$ cat src/rtl/cntrl_pulse_sequencer_multi.sv
// Byte-serial command decoder feeding N_CHAN independent programmable pulse generators.
// Header byte selects channel (0xF = all) and registers; value follows MSB byte first.
module cntrl_pulse_sequencer_multi #(
  parameter int N_CHAN      = 4,
  parameter int COUNT_WIDTH = 32,
  localparam int NBYTES     = COUNT_WIDTH / 8
) (
  input  logic              clk,
  input  logic              reset_n,
  input  logic              operate,
  input  logic              mask_bit,
  input  logic [7:0]        cmd_data,
  output logic              data_ack,
  output logic              cmd_err,
  output logic [N_CHAN-1:0] out
);

  typedef enum logic [1:0] {S_IDLE, S_HDR, S_DATA, S_COMMIT} state_t;

  state_t                 state_q, state_d;
  logic [2:0]             byte_q, byte_d;
  logic [7:0]             hdr_q, hdr_d;
  logic [COUNT_WIDTH-1:0] value_q, value_d;
  logic                   err_q, err_d;
  logic                   idx_bcast;
  logic                   idx_legal;
  logic                   commit;

  assign idx_bcast = (hdr_q[3:0] == 4'hF);
  assign idx_legal = idx_bcast || (int'(hdr_q[3:0]) < N_CHAN);
  assign commit    = (state_q == S_COMMIT) && idx_legal;
  assign data_ack  = (state_q != S_IDLE);
  assign cmd_err   = err_q;

  always_comb begin
    state_d = state_q;
    byte_d  = byte_q;
    hdr_d   = hdr_q;
    value_d = value_q;
    err_d   = err_q;
    case (state_q)
      S_IDLE: begin
        if (mask_bit) state_d = S_HDR;
      end
      S_HDR: begin
        hdr_d   = cmd_data;
        byte_d  = 3'd0;
        state_d = S_DATA;
      end
      S_DATA: begin
        value_d = (value_q << 8) | COUNT_WIDTH'(cmd_data);
        if (byte_q == 3'(NBYTES - 1)) state_d = S_COMMIT;
        else                          byte_d  = byte_q + 3'd1;
      end
      S_COMMIT: begin
        state_d = S_IDLE;
        if (!idx_legal) err_d = 1'b1;
      end
      default: state_d = S_IDLE;
    endcase
  end

  always_ff @(posedge clk or negedge reset_n) begin
    if (!reset_n) begin
      state_q <= S_IDLE;
      byte_q  <= 3'd0;
      hdr_q   <= 8'd0;
      value_q <= '0;
      err_q   <= 1'b0;
    end else begin
      state_q <= state_d;
      byte_q  <= byte_d;
      hdr_q   <= hdr_d;
      value_q <= value_d;
      err_q   <= err_d;
    end
  end

  for (genvar gi = 0; gi < N_CHAN; gi++) begin : g_chan
    logic                   hit;
    logic                   init_state_q;
    logic [COUNT_WIDTH-1:0] init_count_q, hi_count_q, lo_count_q;
    logic [COUNT_WIDTH-1:0] cnt_q, cnt_d;
    logic                   out_q, out_d;

    assign hit     = commit && (idx_bcast || (hdr_q[3:0] == 4'(gi)));
    assign out[gi] = out_q;

    // Reload reads the registers before this cycle's commit lands, so a
    // coincident write only affects the following reload.
    always_comb begin
      cnt_d = cnt_q;
      out_d = out_q;
      if (!operate) begin
        cnt_d = init_count_q;
        out_d = init_state_q;
      end else if (cnt_q > COUNT_WIDTH'(1)) begin
        cnt_d = cnt_q - COUNT_WIDTH'(1);
      end else begin
        out_d = ~out_q;
        cnt_d = out_q ? lo_count_q : hi_count_q;
      end
    end

    always_ff @(posedge clk or negedge reset_n) begin
      if (!reset_n) begin
        init_state_q <= 1'b0;
        init_count_q <= '0;
        hi_count_q   <= '0;
        lo_count_q   <= '0;
        cnt_q        <= '0;
        out_q        <= 1'b0;
      end else begin
        cnt_q <= cnt_d;
        out_q <= out_d;
        if (hit && hdr_q[4]) init_state_q <= value_q[0];
        if (hit && hdr_q[5]) init_count_q <= value_q;
        if (hit && hdr_q[6]) hi_count_q   <= value_q;
        if (hit && hdr_q[7]) lo_count_q   <= value_q;
      end
    end
  end

endmodule

$ cat config.mk
export PLATFORM = sky130hd
export DESIGN_NAME = cntrl_pulse_sequencer_multi
export DESIGN_NICKNAME = d
export VERILOG_FILES = /design/src/rtl/cntrl_pulse_sequencer_multi.sv
export SDC_FILE = /design/constraint.sdc
export NUM_CORES = 1
export LEC_CHECK = 0
export ABC_AREA = 0
export ABC_CLOCK_PERIOD_IN_PS = 3000
export BUFFER_PORTS_ARGS = -buffer_cell sky130_fd_sc_hd__clkbuf_2
export CAP_MARGIN = 20
export CORE_MARGIN = 2
export CORE_UTILIZATION = 55
export CTS_CLUSTER_SIZE = 12
export DETAILED_ROUTE_END_ITERATION = 10
export GPL_TIMING_DRIVEN = 0
export PLACE_DENSITY = 0.71
export REMOVE_ABC_BUFFERS = 1
export SYNTH_ARGS = -nofsm -noshare
export SYNTH_HDL_FRONTEND = slang
export SYNTH_SLANG_ARGS = --single-unit
$ cat constraint.sdc
create_clock -name clk -period 3 [get_ports clk]
set_input_delay 0 -clock clk [delete_from_list [all_inputs] [get_ports clk]]
set_output_delay 0 -clock clk [all_outputs]
set_load 0.01 [all_outputs]
==> results.yml <==
drt:
  dr_wl_met3_mm: 3.21
  wl_met2_mm: 28.7
  viasPerCell: 6.01
  drt-met1-wl_mm: 26.5
  postRouteAntennaNets: 0
  drtIter0Drc: 1168
  dr.pass1.iters: 5
  top_layer: "met4"
  vias: 16900
  wire_per_inst_um: 21.3
  drc_errors: 0
  wirelength_mm: 60.0
clocking:
  clockBufferDepth: 3
  cts_root_buf: "clkbuf_16"
  clk_latency_ns: 0.61
  cts_made_buffers: 58
  cts_sinks: 566
  path_clk_slew_ns: 0.06
  htree_levels: 2
  cts_tree: "yes"
die:
  die_height_um: 223
  coreArea_um2: 47500
  die_x_um: 223
  start_util_pct: 55.6
  io_pins: 18
  placementRows: 80
  die_area_um2: 49800
sta:
  hold_viol_final: 0
  maxSlewViolCount: 0
  hold_ws_ns: 0.0693
  worstMarginPinSlew_ns: 0.958
  grt_setup_unrepaired: "no"
  setup_violations: 0
  slew-limit-headroom_pct: 35.5
  finalClockSkew_ns: 0.0136
  fin_crit_ns: 2.83
  max_freq_mhz: 353
  period_share_pct: 94.5
global_routing:
  grt_pass1_wl_mm: 97.0
  gr-total-overflow: 0
  grt_start_max_net_pins: 140
  grt_pass1_vias: 17500
  grt_usage_pct: 24.8
  antenna_found_initial: 2
pwr:
  p_comb_share_pct: 28.9
  pwr-share-clk_pct: 23.2
  p_leak_nw: 13.5
  p_sw_share_pct: 35.1
  p_sw_mw: 10.3
  peakVddDrop_mv: 0.865
  p_int_mw: 19.2
  power.density_nw_per_um2: 1010
  fin_total_pwr_mw: 29.5
  power_frac_seq_pct: 47.9
synthesis:
  seq_area_frac_synth_pct: 53.6
  yosys_warnings: 0
  synthTopCellsByCount: "dfrtp_1, mux2_2, nand2_1"
  avgSynthCellArea_um2: 12.1
  ys_async_sr_fraction_pct: 100
  synth-edff-count: 0
  synth_ff_type: "dfrtp_1"
  syn_inst: 2183
  yosys.area.top_type: "dfrtp_1"
  syn_area_um2: 26400
  synth_top_area_share_pct: 53.6
  ys_ff_latch: 566
  synth_area_leaders: "dfrtp_1, mux2_2, mux2i_1, xnor2_1, nand2_1"
  yosysMostFrequentCell: "dfrtp_1"
  synth_cell_types: 60
setup_path:
  path_delay_family: "simple AND/OR/NAND/NOR gates"
  crit_top_cell: "or4_4"
  r2r_start: "g_chan[3].cnt_q[26]"
  criticalPathCategory: "reg -> reg"
  reg2reg_depth: 6
  max_stage_delay_ns: 0.56
  r2r_slack_ns: 0.17
  cp.arrival_ns: 3.32
  crit_path_end_kind: "flip-flop"
  rr_endpoint: "g_chan[3].cnt_q[2]"
  crit_path_start_kind: "flip-flop"
  required_ns: 3.49
  worst-path-max-fanout: 23
  path_buf_inv: 0
  cp_slowest_cell: "or4_4"
  path_cells: "or4_4 > or4_4 > nor3_2 > and2_4 > a21oi_1 > mux2_2"
worst_hold_path:
  holdCritPathClass: "in -> reg"
  whs_path_depth: 2
  holdPathEnd: "g_chan[0].cnt_q[10]"
  holdCritStartpoint: "operate"
place:
  place.gp.congestion: 0.805
  port_buffers: 17
  place_hpwl_mm: 35.7
run_status:
  status: "finished, final reports clean"
cells_and_area:
  drive_gt1_share_pct: 30.5
  fin_nets: 2179
  syn_to_final_growth_pct: 10.7
flow_run:
  max_cap_viol_count: 0
[kinds of logic (layout without fill, tap and decap cells)]
family	Yosys count	count (layout)	synth area share, %
AOI/OAI and AO/OA	276	276	6.98
xor gates and xnor gates	99	99	3.28
adders and majority gates	15	15	0.710
buffers and inverters	250	262	3.68
DFF	566	566	53.6
muxes	573	573	24.0
other	0	2	0
and+or+nand+nor	404	404	7.76
[repair_timing]
item / 4_1_cts / 5_1_grt
setup endpoints to repair: 89 / 39
buffers inserted: 7 / 4
gates resized for setup: 11 / 5
hold buffers: 12 / 0
pin swaps: 2 / 3
hold endpoints to repair: 259 / 0
[state kept, by name (all words and copies together), names as in the netlist]
name                 count
g_chan.cnt_q           128
g_chan.hi_count_q      128
g_chan.init_count_q    128
g_chan.lo_count_q      128
value_q                 32
hdr_q                    8
g_chan.init_state_q      4
g_chan.out_q             4
byte_q                   3
state_q                  2
cmd_err                  1
[final cells by class]
class,instances,area (um2)
flip-flops and latches,566,14200
inverters,98,368
clock buffers,92,1700
fillers,3615,18300
diodes,2,5.00
multi-input cells,1367,11400
clock inverters,11,82.6
repair buffers,61,739
well taps,615,769
[cell usage in the layout, fill, tap and decap left out, types with 13 or more instances in the layout]
cell / instances
or3_1: 15
o22ai_1: 19
o2111ai_1: 14
nand2_2: 13
nor2b_1: 17
clkbuf_16: 61
o21ai_0: 81
nor4_1: 23
ha_1: 14
a21oi_1: 30
clkbuf_1: 25
nand3_1: 30
xnor2_1: 51
a31oi_1: 19
o211ai_1: 46
nand4_1: 14
inv_1: 98
nor2_1: 82
clkbuf_2: 15
mux2_2: 482
mux2i_1: 91
xor2_1: 48
dfrtp_1: 562
o221ai_1: 17
nand2_1: 103
nand2b_1: 17
nor3_1: 33
[stage by stage]
step / instance area [um2] / setup WS (ns) / cells / TNS, ns / util, %
floorplan: 25800 / -2.90 / 2031 / -109.30 / -
global placement: 26700 / -10.72 / 2663 / -6403.85 / 56.1
detailed placement: 27200 / -0.337 / 2684 / -13.12 / 57.1
CTS: 29200 / 0.0584 / 2806 / 0 / 61.4
global route: 29200 / 0.0207 / 2810 / 0 / 61.5
finish: 29300 / 0.166 / 2812 / 0 / 61.5
[per-layer routing]
layer  GRT usage (%)  vias to the layer above
met1            33.8                     8738
met4            8.55                        0
li1                -                     7687
met5               0                        -
met3            3.83                      100
met2            40.7                      377
[power by group through the flow]
| stage | registers [mW] | clock network, mW | logic (mW) |
|---|---|---|---|
| global route | 14.6 | 7.31 | 9.44 |
| global placement | 14.1 | 0 | 7.83 |
| floorplan | 12.7 | 0 | 6.62 |
| finish | 14.1 | 6.85 | 8.52 |
| detailed placement | 14.2 | 0 | 8.37 |
| CTS | 14.1 | 6.98 | 8.51 |
[worst max path at each step]
| stage | to | depth (start not counted) | slack, ns | start |
|---|---|---|---|---|
| final | g_chan[3].cnt_q[2] | 6 | 0.17 | g_chan[3].cnt_q[26] |
| after detailed placement | g_chan[3].cnt_q[2] | 6 | -0.34 | g_chan[3].cnt_q[27] |
| after CTS | g_chan[2].cnt_q[18] | 7 | 0.06 | g_chan[2].cnt_q[4] |
| after global routing | g_chan[0].cnt_q[31] | 8 | 0.02 | g_chan[0].cnt_q[25] |
| after floorplan | g_chan[1].cnt_q[0] | 5 | -2.90 | g_chan[1].cnt_q[26] |
| after global placement | g_chan[3].hi_count_q[25] | 1 | -10.72 | reset_n |
Note: power is estimated with default switching activity, not from simulation.
